## src/rtl/score_bcd_converter_pkg.sv

```systemverilog
// Shared types and helpers for the score binary-to-BCD converter.
package score_bcd_converter_pkg;

  typedef enum logic {IDLE = 1'b0, CONVERT = 1'b1} state_e;

  localparam int DEF_WIDTH  = 16;
  localparam int DEF_DIGITS = 5;
  localparam int MAX_DIGITS = 8;
  localparam int BCD_MAX_W  = 4 * MAX_DIGITS;

  // blank[i] is set when digit i and every digit above it are zero; the
  // ones digit is never blanked so a zero score still shows "0".
  function automatic logic [MAX_DIGITS-1:0] blank_mask(input logic [BCD_MAX_W-1:0] v,
                                                        input int digits);
    logic hi_zero;
    blank_mask = '0;
    hi_zero    = 1'b1;
    for (int i = MAX_DIGITS - 1; i >= 1; i--) begin
      if (i < digits) begin
        hi_zero       = hi_zero && (v[4*i +: 4] == 4'd0);
        blank_mask[i] = hi_zero;
      end
    end
  endfunction

endpackage

```

## src/rtl/score_bcd_converter_bcd_digit_adjust.sv

```systemverilog
// Double-dabble correction cell: add 3 to a BCD digit that is 5 or more.
module bcd_digit_adjust
  import score_bcd_converter_pkg::*;
(
  input  logic [3:0] i_digit,
  output logic [3:0] o_digit
);

  // Digits never exceed 9 before correction, so the sum stays within 4 bits.
  assign o_digit = (i_digit >= 4'd5) ? i_digit + 4'd3 : i_digit;

endmodule

```

## src/rtl/score_bcd_converter.sv

```systemverilog
// Sequential shift-and-add-3 binary-to-BCD converter with held digits and
// leading-zero blanking mask for the seven-segment display stage.
module score_bcd_converter
  import score_bcd_converter_pkg::*;
#(
  parameter int WIDTH  = DEF_WIDTH,
  parameter int DIGITS = DEF_DIGITS
) (
  input  logic                  clk,
  input  logic                  reset,
  input  logic                  enable,
  input  logic                  in_valid,
  output logic                  in_ready,
  input  logic [WIDTH-1:0]      bin,
  output logic                  out_valid,
  output logic [4*DIGITS-1:0]   bcd,
  output logic [DIGITS-1:0]     blank
);

  localparam int CW = $clog2(WIDTH + 1);
  localparam int BW = 4 * DIGITS;
  localparam logic [DIGITS-1:0] BLANK_RST = {{(DIGITS-1){1'b1}}, 1'b0};

  generate
    if (!((64'd10 ** DIGITS) > ((64'd1 << WIDTH) - 64'd1))) begin : g_chk_digits
      $error("DIGITS too small to represent 2^WIDTH-1");
    end
    if (DIGITS > MAX_DIGITS) begin : g_chk_max
      $error("DIGITS exceeds MAX_DIGITS");
    end
  endgenerate

  state_e            r_state, w_state_nxt;
  logic [WIDTH-1:0]  r_shift;
  logic [BW-1:0]     r_scratch;
  logic [CW-1:0]     r_count;
  logic [BW-1:0]     r_bcd;
  logic [DIGITS-1:0] r_blank;
  logic              r_out_valid;

  logic [BW-1:0]       w_adj;
  logic [BW+WIDTH-1:0] w_wide;
  logic [BW-1:0]       w_scratch_nxt;
  logic [WIDTH-1:0]    w_shift_nxt;
  logic                w_done;

  for (genvar g = 0; g < DIGITS; g++) begin : g_adj
    bcd_digit_adjust u_adj (
      .i_digit (r_scratch[4*g +: 4]),
      .o_digit (w_adj[4*g +: 4])
    );
  end

  // One double-dabble step: correct all digits, then shift {scratch, shift} left.
  assign w_wide        = {w_adj, r_shift} << 1;
  assign w_scratch_nxt = w_wide[BW+WIDTH-1:WIDTH];
  assign w_shift_nxt   = w_wide[WIDTH-1:0];
  assign w_done        = (r_state == CONVERT) && (r_count == CW'(WIDTH - 1));

  always_ff @(posedge clk or posedge reset) begin
    if (reset)        r_state <= IDLE;
    else if (!enable) r_state <= IDLE;
    else              r_state <= w_state_nxt;
  end

  always_comb begin
    w_state_nxt = r_state;
    in_ready    = 1'b0;
    case (r_state)
      IDLE: begin
        in_ready = 1'b1;
        if (in_valid) w_state_nxt = CONVERT;
      end
      CONVERT: begin
        if (w_done) w_state_nxt = IDLE;
      end
      default: w_state_nxt = IDLE;
    endcase
  end

  always_ff @(posedge clk or posedge reset) begin
    if (reset) begin
      r_shift     <= '0;
      r_scratch   <= '0;
      r_count     <= '0;
      r_bcd       <= '0;
      r_blank     <= BLANK_RST;
      r_out_valid <= 1'b0;
    end else if (!enable) begin
      r_shift     <= '0;
      r_scratch   <= '0;
      r_count     <= '0;
      r_bcd       <= '0;
      r_blank     <= BLANK_RST;
      r_out_valid <= 1'b0;
    end else begin
      r_out_valid <= 1'b0;
      case (r_state)
        IDLE: begin
          if (in_valid) begin
            r_shift   <= bin;
            r_scratch <= '0;
            r_count   <= '0;
          end
        end
        CONVERT: begin
          r_scratch <= w_scratch_nxt;
          r_shift   <= w_shift_nxt;
          r_count   <= r_count + CW'(1);
          if (w_done) begin
            r_bcd       <= w_scratch_nxt;
            r_blank     <= DIGITS'(blank_mask(BCD_MAX_W'(w_scratch_nxt), DIGITS));
            r_out_valid <= 1'b1;
          end
        end
        default: ;
      endcase
    end
  end

  assign out_valid = r_out_valid;
  assign bcd       = r_bcd;
  assign blank     = r_blank;

endmodule
```

## config.mk

```make
export PLATFORM = sky130hd
export DESIGN_NAME = score_bcd_converter
export DESIGN_NICKNAME = d
export VERILOG_FILES = /design/src/rtl/score_bcd_converter_pkg.sv /design/src/rtl/score_bcd_converter_bcd_digit_adjust.sv /design/src/rtl/score_bcd_converter.sv
export SDC_FILE = /design/constraint.sdc
export NUM_CORES = 1
export LEC_CHECK = 0
export BUFFER_PORTS_ARGS = -buffer_cell sky130_fd_sc_hd__buf_2
export CAP_MARGIN = 20
export CORE_ASPECT_RATIO = 0.75
export CORE_MARGIN = 1.5
export CORE_UTILIZATION = 55
export CTS_CLUSTER_SIZE = 24
export DETAILED_ROUTE_END_ITERATION = 7
export PLACE_DENSITY_LB_ADDON = 0.25
export SYNTH_ARGS = -nofsm -noshare
export SYNTH_HDL_FRONTEND = slang
export SYNTH_SLANG_ARGS = --single-unit
```

## constraint.sdc

```tcl
create_clock -name clk -period 2.5 [get_ports clk]
set_input_delay 0.375 -clock clk [delete_from_list [all_inputs] [get_ports clk]]
set_output_delay 0.375 -clock clk [all_outputs]
set_load 0.02 [all_outputs]
```

==> impl_metrics.ini, run 1 <==
[run_status]
status = finished, final reports clean

[critical_path]
path_delay_family = compound AO/OA/AOI/OAI gates
cp.required_ns = 2.76
cp-end-kind = flop
path_max_fanout = 6
worstPathArrival_ns = 2.19
crit_type = reg2reg
cp-start-kind = flop
cp.buffers_inverters = 1
crit_slowest_cell = dfrtp_1
cpPeakStageDelay_ns = 0.41
path_cells = inv_1 -> ha_1 -> nand2b_1 -> a21oi_2 -> xnor2_1 -> a31oi_1 -> a21o_1 -> nor3_2

[drt]
drt_first_iter_violations = 154
drt_pass1_iterations = 4
wl_um = 6684
vias = 2495
vias_per_cell = 5.484
wl_per_cell_um = 14.69
drtAntennaViolNets = 0
drc_errors = 0

[global_route]
grt_pass1_vias = 2344
grt_antenna_before_repair = 0
grtUsageTotal_pct = 22.63
grt_pass1_wl_um = 11140
grt-ovfl-total = 0
grt_max_degree = 68

[cts]
cts_root_buf = clkbuf_8
insertion_delay_ns = 0.34
cts_buffer_depth = 2
cts_tree = done
cts_hold_repair.buffers = 0
post_cts_resized = 0
cts_max_level = 3
clk_pin_slew_ns = 0.07
cts_buffers = 9
cts_sinks = 67
post_cts.repair.setup_buffers = 0

[synthesis]
yosysSeqAreaShare_pct = 50.99
synth_top_area_cell = dfrtp_1
syn_inst = 328
avgSynthCellArea_um2 = 10.06
ys.warnings.count = 0
ys_ff_latch = 67
ys_types = 37
synthTopCellsByCount = dfrtp_1, nand2_1, o21ai_0, mux2i_1, nor2_1
yosys-top-cells-area = dfrtp_1, nand2_1, o21ai_0
syn_area_um2 = 3298
yosysTopAreaCellShare_pct = 47.80
synth_edf_count = 0
yosys_most_used_dff = dfrtp_1
synthArstFlopShare_pct = 100.0
syn_nets = 360
synth_most_common_cell = dfrtp_1

[timing]
post-route-period-util_pct = 76.92
hold_ws_ns = 0.07323
relSlewSlack_pct = 55.77
rsz0062_at_grt = false
hold_viol = 0
setup_ws_ns = 0.5770
drv_slew = 0
finalSetupViolCount = 0
finClkSkew_ns = 0.008663
tightest_slew_ns = 0.6619
min_period_ns = 1.923
timing.fmax_mhz = 520.0
setup_tns_ns = 0

[pwr]
peakVddDrop_mv = 0.3602
p_per_area_nw_per_um2 = 557.3
leakage_uw = 0.001965

[floorplan]
io_pins = 47
start_util_pct = 56.91
die_w_um = 92.42
core_um2 = 5796
dieArea_um2 = 6475
row_count = 24
fp.dieH_um = 70.07

[layout]
drive_gt1_share_pct = 20.69
num_antenna_cells = 0
areaGrowthSynthToFinish_pct = 14.45
final_core_util_pct = 65.13
fill_cells = 458
regArea_um2 = 1682
multi_input_area_um2 = 1485
fin_nets = 405

[run]
cap_violations = 0

[placed_design]
dp_hpwl_um = 4576
numPortBuffers = 45
pre_cts_slack_ns = 0.5849
place_congestion = 0.8309

[min_path]
hp-class = in2async
[layout by cell type (no fill, tap or decap), types with 5 or more instances in the layout]
master,Yosys,layout
o211a_1,15,15
dfrtp_1,63,63
nand2_1,54,54
o21ai_0,38,38
buf_2,8,45
nand2b_1,5,5
xnor2_1,5,5
clkbuf_8,0,9
buf_4,1,5
ha_1,12,12
a21oi_1,11,11
inv_1,14,13
nor2_1,17,17
a22o_1,11,11
nor3b_1,6,6
mux2i_1,17,17
[routing by layer]
| layer | GRT usage, % | vias up | share of wire [%] | wire, um |
|---|---|---|---|---|
| met2 | 32.27 | 64 | 44 | 2959 |
| li1 | - | 1228 | - | - |
| met4 | 7.692 | 0 | 1.6 | 105 |
| met5 | 0 | - | 0 | 0 |
| met1 | 31.94 | 1195 | 48 | 3178 |
| met3 | 8.170 | 8 | 6.6 | 440 |
[area by class of cell]
| class | instances | area share, % |
|---|---|---|
| repair buffers | 51 | 7.491 |
| clock buffers | 12 | 3.580 |
| well taps | 78 | 2.585 |
| clock inverters | 3 | 1.061 |
| flip-flops and latches | 67 | 44.55 |
| inverters | 14 | 1.392 |
| multi-input cells | 230 | 39.34 |
[worst register-to-register path, cell delays in order (launching register included)]
cell and delay, ns:
dfrtp_1 0.41, inv_1 0.11, ha_1 0.27, nand2b_1 0.10, a21oi_2 0.20, xnor2_1 0.21, a31oi_1 0.17, a21o_1 0.22
nor3_2 0.18
[state kept, by name (all words and copies together) (netlist names)]
| name | cells |
|---|---|
| blank | 4 |
| r_state | 1 |
| r_scratch | 20 |
| r_shift | 16 |
| r_count | 5 |
| out_valid | 1 |
| bcd | 20 |
[where the power goes]
part | total [uW] | internal (uW) | switching, uW | leakage (uW)
clock | 827 | 453 | 374 | 0.0000902
sequential | 1130 | 1110 | 17.2 | 0.000906
combinational | 151 | 59.1 | 91.4 | 0.000968
[path summary, 6_finish.rpt]
check	from	slack (ns)	depth (start not counted)	end
setup / recovery	r_scratch[16]	0.58	8	blank[2]
setup reg to reg	r_scratch[16]	0.58	8	blank[2]
hold / removal	reset	0.07	3	bcd[4]
hold reg to reg	r_count[4]	0.47	2	r_count[4]
max in group asynchronous	reset	2.08	3	blank[1]
min in group clk	bin[0]	0.30	3	r_shift[0]
[metrics by stage]
stage                     instance area [um^2]  instances  power [uW]
after floorplan                           3298        328        1250
after CTS                                 3775        455        2132
after detailed placement                  3600        440        1298
after global routing                      3775        455        2197
after global placement                    3600        440        1294
final                                     3775        455        2104
[kinds of logic after synthesis]
logic type / count (synthesis) / share of synthesized area, %
DFF: 67 / 50.99
buffers and inverters: 31 / 3.983
adders and majority gates: 12 / 4.552
other: 1 / 0.1137
AOI/OAI and AO/OA: 92 / 18.70
xor gates and xnor gates: 6 / 1.593
and+or+nand+nor: 99 / 13.88
muxes: 20 / 6.183
Power figures use the tool's default switching activity.
==> run 2, diff against run 1 <==
CORE_UTILIZATION = 51   (was 55)
clock period = 1.6 ns   (was 2.5 ns; I/O delays follow)
==> run 2 against run 1 <==
The flow now finishes with violations (setup timing). Clock-buffer cell count up 3. Maximum frequency is 16% higher. Clock skew fell by 0.0021 ns. Hold slack better by 0.088 ns. Sequential share of layout area decreased by 7.3 points. Clock power rose by 61%. Total power up 61%. Die area increased by 7.5%. Critical path type unchanged. Critical endpoint unchanged.
==> impl_metrics.ini, run 2 (synthesized netlist as in run 1, its figures left out) <==
[timing]
finClkSkew_ns = 0.006546
relSlewSlack_pct = 65.60
tightest_slew_ns = 0.5150
hold_viol = 0
hold_ws_ns = 0.1614
rsz0062_at_grt = true
setup_ws_ns = -0.05328
drv_slew = 0
min_period_ns = 1.653
finalSetupViolCount = 6
timing.fmax_mhz = 604.9
post-route-period-util_pct = 103.3

[layout]
most-common-layout-cells = dfrtp_1, nand2_1, buf_2
num_antenna_cells = 0
fin_nets = 452
areaGrowthSynthToFinish_pct = 36.91
layoutNonFillerInstCount = 506
final_common_cell = dfrtp_1
final_cell_area_um2 = 4516
drive_gt1_share_pct = 40.47

[run_status]
status = finished with violations
violations = setup timing

[critical_path]
cp.required_ns = 1.86
cp-start-kind = flop
cp-end-kind = flop
r2r_start = r_scratch[12]
endpoint = blank[2]
worstReg2RegEnd = blank[2]
path_max_fanout = 4
crit_type = reg2reg
timing.reg2reg.setup_slack_ns = -0.05
reg2reg_depth = 7
crit_start = r_scratch[12]
worstPathArrival_ns = 1.92

[floorplan]
die_w_um = 95.86
io_pins = 47
row_count = 25
core_um2 = 6287
start_util_pct = 52.46
fp.dieH_um = 72.65
dieArea_um2 = 6964

[pwr]
finalPower_uw = 3386
p_switching_uw = 792.2
p_seq_share_pct = 52.0
power.internal_uw = 2594
swShare_pct = 23.40
leakage_uw = 0.002283
pwr-share-comb_pct = 8.6
peakVddDrop_mv = 0.6464
p_per_area_nw_per_um2 = 749.8
clock_power_share_pct = 39.4

[drt]
drt_pass1_iterations = 4
wl_per_cell_um = 15.83
drc_errors = 0
wl_um = 8008
drtAntennaViolNets = 0
vias_per_cell = 5.401
drt_first_iter_violations = 124
vias = 2733

[placed_design]
dpl.cell_count = 477
place_congestion = 0.8364
pre_cts_slack_ns = -0.1149
numPortBuffers = 45
place_area_um2 = 3959
dp_hpwl_um = 4994

[cts]
cts_sinks = 67
cts_max_level = 3
cts_root_buf = clkbuf_8
cts_tree = done
clk_pin_slew_ns = 0.07
cts_buffers = 9
insertion_delay_ns = 0.33
cts_buffer_depth = 2

[run]
cap_violations = 0

[min_path]
hp-class = in2reg

[global_route]
grt_pass1_vias = 2611
grt_max_degree = 32
grt_pass1_wl_um = 12130
grtUsageTotal_pct = 23.03
grt_antenna_before_repair = 0
grt-ovfl-total = 0
==> run 2: cell count changes in the layout (fill, tap and decap cells not counted), sizes merged <==
| cell | before | now |
|---|---|---|
| and2 | 2 | 4 |
| buf | 51 | 95 |
| bufinv | 1 | 0 |
| clkbuf | 12 | 15 |
| clkinv | 2 | 1 |
| clkinvlp | 0 | 2 |
| dlygate4sd3 | 0 | 1 |
| inv | 14 | 12 |
==> run 2: repair_timing <==
item	in CTS	in global routing
buffers inserted	5	6
resized for setup	21	48
setup endpoints to repair	11	29
pin swaps	10	16
hold buffers	1	0
gates cloned	0	2
endpoints found under the hold margin	20	0
==> run 2: routing by layer <==
layer	share of wire, %	GRT usage, %	up-vias	wire length, um
met5	0	0	-	0
met4	0.69	7.026	0	55
met3	3.7	5.833	6	299
met2	49	36.62	59	3939
met1	46	31.14	1339	3714
li1	-	-	1329	-
==> run 2: power groups by stage <==
stage               logic, uW  registers [uW]  clock network, uW
floorplan                 177            1780                  0
global placement          271            1790                  0
detailed placement        278            1790                  0
CTS                       282            1760               1360
global route              323            1760               1430
finish                    292            1760               1330
==> run 2: metrics by stage <==
stage,utilization [%],setup TNS (ns)
finish,71.82,-0.1457
global route,71.82,-0.6867
CTS,67.96,0
detailed placement,62.97,-0.3060
global placement,62.97,-0.1108
floorplan,-,0
==> run 2: worst min path at each step <==
stage                 from          to  slack [ns]  cells after the start
finish              bin[0]  r_shift[0]        0.16                      3
detailed placement   reset  r_count[3]        0.31                      2
floorplan           enable  r_shift[0]        0.38                      2
CTS                 bin[0]  r_shift[0]        0.16                      3
global route        bin[0]  r_shift[0]        0.18                      3
global placement     reset  r_count[3]        0.31                      2
==> run 2: cell type report <==
type	count	area [um^2]
flip-flops and latches	67	1684
clock buffers	15	186.4
multi-input cells	232	1785
fillers	425	1772
inverters	14	60.06
well taps	81	101.3
repair buffers	96	693.2
clock inverters	1	5.005
==> run 2: worst max-delay path, cell delays in order (launching register included) <==
cell and delay (ns):
dfrtp_2 0.45, ha_4 0.16, nand2b_4 0.14, a21oi_4 0.15
and3_1 0.20, o211ai_1 0.12, a21o_1 0.22, nor3_2 0.16
